`src/rtl/keypad_scan_if.sv`:
```
// rtl/keypad_scan_if.sv - key code valid/ack handshake between scanner and consumer
interface keypad_scan_if;
  logic [3:0] key_code;
  logic       key_valid;
  logic       key_ack;
  logic       key_pressed;
  logic       key_overrun;

  modport master (
    output key_code,
    output key_valid,
    output key_pressed,
    output key_overrun,
    input  key_ack
  );

  modport slave (
    input  key_code,
    input  key_valid,
    input  key_pressed,
    input  key_overrun,
    output key_ack
  );
endinterface

```
`src/rtl/keypad_scan.sv`:
```
// rtl/keypad_scan.sv - 4x4 matrix keypad scanner with scan-based debounce and valid/ack output
module keypad_scan #(
  parameter int SCAN_DIV       = 100000,
  parameter int DEBOUNCE_SCANS = 4
) (
  input  logic          sys_clk_100M,
  input  logic          sys_rst,
  input  logic [3:0]    btn_key_row,
  output logic [3:0]    btn_key_col,
  keypad_scan_if.master key_if
);

  localparam int               DIV_W    = (SCAN_DIV > 1) ? $clog2(SCAN_DIV) : 1;
  localparam logic [DIV_W-1:0] DIV_LAST = DIV_W'(SCAN_DIV - 1);
  localparam logic [3:0]       DEB_N    = 4'(DEBOUNCE_SCANS);

  typedef enum logic [1:0] {S_IDLE, S_CAND, S_PRESSED, S_RELEASE} state_t;

  logic [3:0]       row_meta;
  logic [3:0]       row_sync;
  logic [DIV_W-1:0] div_cnt;
  logic [1:0]       col_idx;
  logic             acc_hit;
  logic [3:0]       acc_code;

  state_t     state;
  logic [3:0] cand;
  logic [3:0] cnt;
  logic [3:0] code_q;
  logic       valid_q;
  logic       pressed_q;
  logic       overrun_q;

  logic       sample;
  logic       scan_end;
  logic       row_hit;
  logic [1:0] row_idx;
  logic       res_hit;
  logic [3:0] res_code;
  logic [3:0] cnt_inc;
  logic       accept;
  logic [3:0] accept_code;

  // Lowest low row wins within a column; the accumulator keeps the earliest column's hit.
  always_comb begin
    sample   = (div_cnt == DIV_LAST);
    scan_end = sample && (col_idx == 2'd3);
    row_hit  = ~&row_sync;
    row_idx  = 2'd0;
    for (int i = 3; i >= 0; i--) begin
      if (!row_sync[i]) row_idx = 2'(i);
    end
    res_hit     = acc_hit | row_hit;
    res_code    = acc_hit ? acc_code : {row_idx, col_idx};
    cnt_inc     = cnt + 4'd1;
    accept      = scan_end && res_hit &&
                  (((state == S_IDLE) && (DEB_N == 4'd1)) ||
                   ((state == S_CAND) && (res_code == cand) && (cnt_inc == DEB_N)));
    accept_code = (state == S_IDLE) ? res_code : cand;
  end

  assign btn_key_col = ~(4'b0001 << col_idx);

  always_ff @(posedge sys_clk_100M) begin
    if (sys_rst) begin
      row_meta <= 4'b1111;
      row_sync <= 4'b1111;
      div_cnt  <= '0;
      col_idx  <= 2'd0;
      acc_hit  <= 1'b0;
      acc_code <= 4'd0;
    end else begin
      row_meta <= btn_key_row;
      row_sync <= row_meta;
      if (sample) begin
        div_cnt <= '0;
        col_idx <= col_idx + 2'd1;
        if (scan_end) begin
          acc_hit  <= 1'b0;
          acc_code <= 4'd0;
        end else if (!acc_hit && row_hit) begin
          acc_hit  <= 1'b1;
          acc_code <= {row_idx, col_idx};
        end
      end else begin
        div_cnt <= div_cnt + DIV_W'(1);
      end
    end
  end

  always_ff @(posedge sys_clk_100M) begin
    if (sys_rst) begin
      state     <= S_IDLE;
      cand      <= 4'd0;
      cnt       <= 4'd0;
      code_q    <= 4'd0;
      valid_q   <= 1'b0;
      pressed_q <= 1'b0;
      overrun_q <= 1'b0;
    end else begin
      // A new accept overrides a simultaneous ack; only an unacked pending code is an overrun.
      if (accept) begin
        code_q  <= accept_code;
        valid_q <= 1'b1;
        if (valid_q && !key_if.key_ack) overrun_q <= 1'b1;
        else if (valid_q)               overrun_q <= 1'b0;
      end else if (valid_q && key_if.key_ack) begin
        valid_q   <= 1'b0;
        overrun_q <= 1'b0;
      end

      if (scan_end) begin
        case (state)
          S_IDLE: begin
            if (res_hit) begin
              if (DEB_N == 4'd1) begin
                state     <= S_PRESSED;
                pressed_q <= 1'b1;
              end else begin
                state <= S_CAND;
                cand  <= res_code;
                cnt   <= 4'd1;
              end
            end
          end
          S_CAND: begin
            if (!res_hit) begin
              state <= S_IDLE;
            end else if (res_code == cand) begin
              if (cnt_inc == DEB_N) begin
                state     <= S_PRESSED;
                pressed_q <= 1'b1;
              end else begin
                cnt <= cnt_inc;
              end
            end else begin
              cand <= res_code;
              cnt  <= 4'd1;
            end
          end
          S_PRESSED: begin
            if (!res_hit) begin
              if (DEB_N == 4'd1) begin
                state     <= S_IDLE;
                pressed_q <= 1'b0;
              end else begin
                state <= S_RELEASE;
                cnt   <= 4'd1;
              end
            end
          end
          S_RELEASE: begin
            if (res_hit) begin
              state <= S_PRESSED;
            end else if (cnt_inc == DEB_N) begin
              state     <= S_IDLE;
              pressed_q <= 1'b0;
            end else begin
              cnt <= cnt_inc;
            end
          end
          default: state <= S_IDLE;
        endcase
      end
    end
  end

  assign key_if.key_code    = code_q;
  assign key_if.key_valid   = valid_q;
  assign key_if.key_pressed = pressed_q;
  assign key_if.key_overrun = overrun_q;

endmodule

```
`src/flat_wrapper.sv`:
```
// flat-port wrapper written by rule: the top's interface ports become plain ports
module keypad_scan_flat 
#(
  parameter int SCAN_DIV       = 100000,
  parameter int DEBOUNCE_SCANS = 4
)
  (sys_clk_100M, sys_rst, btn_key_row, btn_key_col, key_if_key_code, key_if_key_valid, key_if_key_pressed, key_if_key_overrun, key_if_key_ack);
  keypad_scan_if key_if_i ();
  input  logic sys_clk_100M;
  input  logic sys_rst;
  input  logic [3:0] btn_key_row;
  output logic [3:0] btn_key_col;
  output wire logic [$bits(key_if_i.key_code)-1:0] key_if_key_code;
  output wire logic [$bits(key_if_i.key_valid)-1:0] key_if_key_valid;
  output wire logic [$bits(key_if_i.key_pressed)-1:0] key_if_key_pressed;
  output wire logic [$bits(key_if_i.key_overrun)-1:0] key_if_key_overrun;
  input wire logic [$bits(key_if_i.key_ack)-1:0] key_if_key_ack;
  assign key_if_key_code = key_if_i.key_code;
  assign key_if_key_valid = key_if_i.key_valid;
  assign key_if_key_pressed = key_if_i.key_pressed;
  assign key_if_key_overrun = key_if_i.key_overrun;
  assign key_if_i.key_ack = key_if_key_ack;
  keypad_scan #(.SCAN_DIV(SCAN_DIV), .DEBOUNCE_SCANS(DEBOUNCE_SCANS)) u_core (.sys_clk_100M(sys_clk_100M), .sys_rst(sys_rst), .btn_key_row(btn_key_row), .btn_key_col(btn_key_col), .key_if(key_if_i));
endmodule
```
`config.mk`:
```
export PLATFORM = sky130hd
export DESIGN_NAME = keypad_scan_flat
export DESIGN_NICKNAME = d
export VERILOG_FILES = /design/src/rtl/keypad_scan_if.sv /design/src/rtl/keypad_scan.sv /design/src/flat_wrapper.sv
export SDC_FILE = /design/constraint.sdc
export NUM_CORES = 1
export LEC_CHECK = 0
export BUFFER_PORTS_ARGS = -buffer_cell sky130_fd_sc_hd__buf_2
export CAP_MARGIN = 30
export CORE_AREA = 4 4 73 75
export CTS_CLUSTER_DIAMETER = 60
export DETAILED_ROUTE_END_ITERATION = 8
export DIE_AREA = 0 0 77 79
export GPL_TIMING_DRIVEN = 0
export PLACE_DENSITY = 0.68
export SYNTH_ARGS = -nofsm -noshare
export SYNTH_HDL_FRONTEND = slang
export SYNTH_SLANG_ARGS = --single-unit
export TNS_END_PERCENT = 5
```
`constraint.sdc`:
```
create_clock -name sys_clk_100M -period 2.4 [get_ports sys_clk_100M]
set_input_delay 0.24 -clock sys_clk_100M [delete_from_list [all_inputs] [get_ports sys_clk_100M]]
set_output_delay 0.24 -clock sys_clk_100M [all_outputs]
set_load 0.02 [all_outputs]
```
==> qor.csv <==
metric;value;unit
fin_crit;2270;ps
peakVddDrop;0.000265;V
grt_pass1_vias;1654;
synth_area;2250;um^2
synth-warning-count;0;
multiInputGateArea;1210;um^2
die_area;6080;um^2
row_count;25;
max_clock_freq;441;MHz
via_count;1824;
clock_sinks;49;
cts_max_level;2;
period_share;94.4;%
async_flop_share;0;%
drt-initial-drc-count;106;
firstDrtPassIters;4;
synth_commonest_cells;49 x dfxtp_1, 29 x nor2_1, 15 x a21oi_1, 15 x nand3_1, 14 x nand2_1;
placed_area;2410;um^2
postRouteWirelength;4280;um
powerDensity;538;nW/um^2
track_usage;15.3;%
fillCellCount;441;
path_cells;buf_2 -> o31ai_1 -> xor2_1 -> nor4_2 -> nor2_4 -> mux2_1;
intPower;1070;uW
gp_congestion;0.815;
syn_to_final_growth;12.9;%
slowest_delay;530;ps
place_ws;-12.6;ps
root_buffer;clkbuf_8;
arrival;2450;ps
n_antenna_cell;0;
cp_slowest_cell;nor4_2;
ioPinCount;18;
cp_max_fo;10;
drc;0;
grt_max_degree;14;
dp_hpwl;3080;um
switching_share;21.6;%
die_h;79;um
cts_buffers;5;
nNetsFinal;297;
drive_above_1_share;16.2;%
grt_remaining_overflow;0;
core_area;4660;um^2
synth_cells;257;
tightest_slew;544;ps
start_util;48.4;%
finish.instance_area;2540;um^2
synth_area_leaders;dfxtp_1 44%, nor2_1 4.8%, xor2_1 4.7%;
holdCritPathClass;input pin to flop;
avgSynthCellArea;8.77;um^2
start_kind;flop;
die_x;77;um
drv_slew;0;
maxSlewHeadroom;63.7;%
routedWlPerCell;12.7;um
rsz0062_at_grt;yes;
ff_latch_area;982;um^2
crit_type;flop to flop;
synth_top_cell_by_area;dfxtp_1;
synth.distinct_cells;46;
setup_viol;0;
cts_buffer_depth;2;
tritoncts;built;
vias_per_cell;5.40;
status;complete, no violations;
synth_seq_cells;49;
synth_top_area_share;43.5;%
required;2590;ps
crit_path_end_kind;flop;
combPwrFrac;4.5;%
clk_pin_slew;80;ps
cap_violations;0;
synth_most_common_cell;dfxtp_1;
antenna_found_initial;0;
seq_area_frac_synth;43.5;%
fin_skew;6.04;ps
switchingPower;295;uW
cellLeakagePower;0.00101;uW
clk_latency;300;ps
hold_viol;0;
ant_nets;0;
p_clk_share;34.9;%
io_buffers;17;
holdBufCountCts;0;
grt_pass1_wl;7560;um
worst_slack;134;ps
synth_edf_count;0;
synth_nets;270;
ys.flop_type;dfxtp_1;
pwr-share-seq;60.6;%
repair_timing:
| action | 4_1_cts | 5_1_grt |
|---|---|---|
| cloned | 0 | 0 |
| endpoints found under the setup margin | 2 | 23 |
| pin swaps | 1 | 1 |
| buffers inserted | 3 | 0 |
| resized for setup | 0 | 6 |
layout by cell type (no fill, tap or decap), types with 2 or more instances in the layout:
master and instances:
mux2_1 2, a211oi_1 2, o21ai_0 4, inv_1 12
or3_1 5, nor2_1 29, nor4_4 2, o21ai_1 6
and2_1 2, and3_1 5, dfxtp_1 48, nand4bb_1 2
a21oi_1 15, xnor2_1 7, nand4_1 6, or2_2 8
and4_1 4, clkbuf_1 8, nor3_1 7, o211a_1 2
clkbuf_8 6, xor2_1 12, nand2_1 14, a31oi_1 6
buf_4 4, o21a_1 2, ha_1 6, nor2b_1 3
nand3_1 15, mux2i_1 3, buf_2 19
final cells by class:
cell class | count | area share [%]
clock buffer | 7 | 3.39
sequential | 49 | 38.6
tap | 54 | 2.65
inverter | 12 | 1.77
timing repair buffer | 20 | 4.23
multi-input combinational | 186 | 47.6
buffer | 10 | 1.72
per-layer routing:
metal  up-vias  part of all wire, %  wire (um)  track usage [%]
li1        954                    -          -                -
met2        36                   42       1800             22.6
met3         7                  4.8        205             3.97
met5         -                    0          0                0
met4         0                  1.8         76             6.41
met1       827                   51       2200             21.2
power groups by stage:
stage	sequential, uW	clock, uW	combinational [uW]
after floorplan	847	0	42.9
after global placement	848	0	60.1
after detailed placement	849	0	60.7
after CTS	830	494	60.8
after global routing	831	537	70.7
final	829	478	62.1
through the flow:
step	instances	util, %	hold WS, ps	total power (uW)	setup TNS [ps]
finish	338	54.6	115	1370	0
floorplan	257	-	341	890	0
global placement	328	51.7	391	909	-13.2
detailed placement	328	51.7	396	910	-19.2
global route	338	54.6	109	1440	-463
CTS	338	54.0	106	1380	0
logic make-up after synthesis:
family / share of synthesized area, %
compound gates: 11.5
simple gates: 27.5
fa+ha+maj: 3.33
xor+xnor: 7.38
flops: 43.5
buf+inv: 3.94
mux: 2.77
registers in the layout (all words and copies together) (netlist names), named ones only:
signal and cells:
u_core.key_if.key_code 4, u_core.key_if.key_pressed 1, u_core.acc_hit 1, u_core.row_meta 4, u_core.acc_code 4, u_core.key_if.key_valid 1
u_core.col_idx 2, u_core.cnt 4, u_core.cand 4, u_core.state 1, u_core.key_if.key_overrun 1, u_core.row_sync 4
u_core.div_cnt 17
critical path: cells and delay by family, from the launching register on:
family | cells | cell delay, ps
flip-flops | 1 | 300
XOR/XNOR | 1 | 260
multiplexers | 1 | 330
AND/OR/NAND/NOR | 2 | 630
buffers and inverters | 1 | 180
AO/OA/AOI/OAI | 1 | 450
worst paths after layout:
kind	start	cells after the start	to	slack (ps)
hold / removal	btn_key_row[1]	2	u_core.row_meta[1]	110
setup / recovery	u_core.acc_hit	6	u_core.cand[0]	130
setup reg to reg	u_core.acc_hit	6	u_core.cand[0]	130
hold reg to reg	u_core.row_meta[2]	1	u_core.row_sync[2]	410
Power figures use the tool's default switching activity.
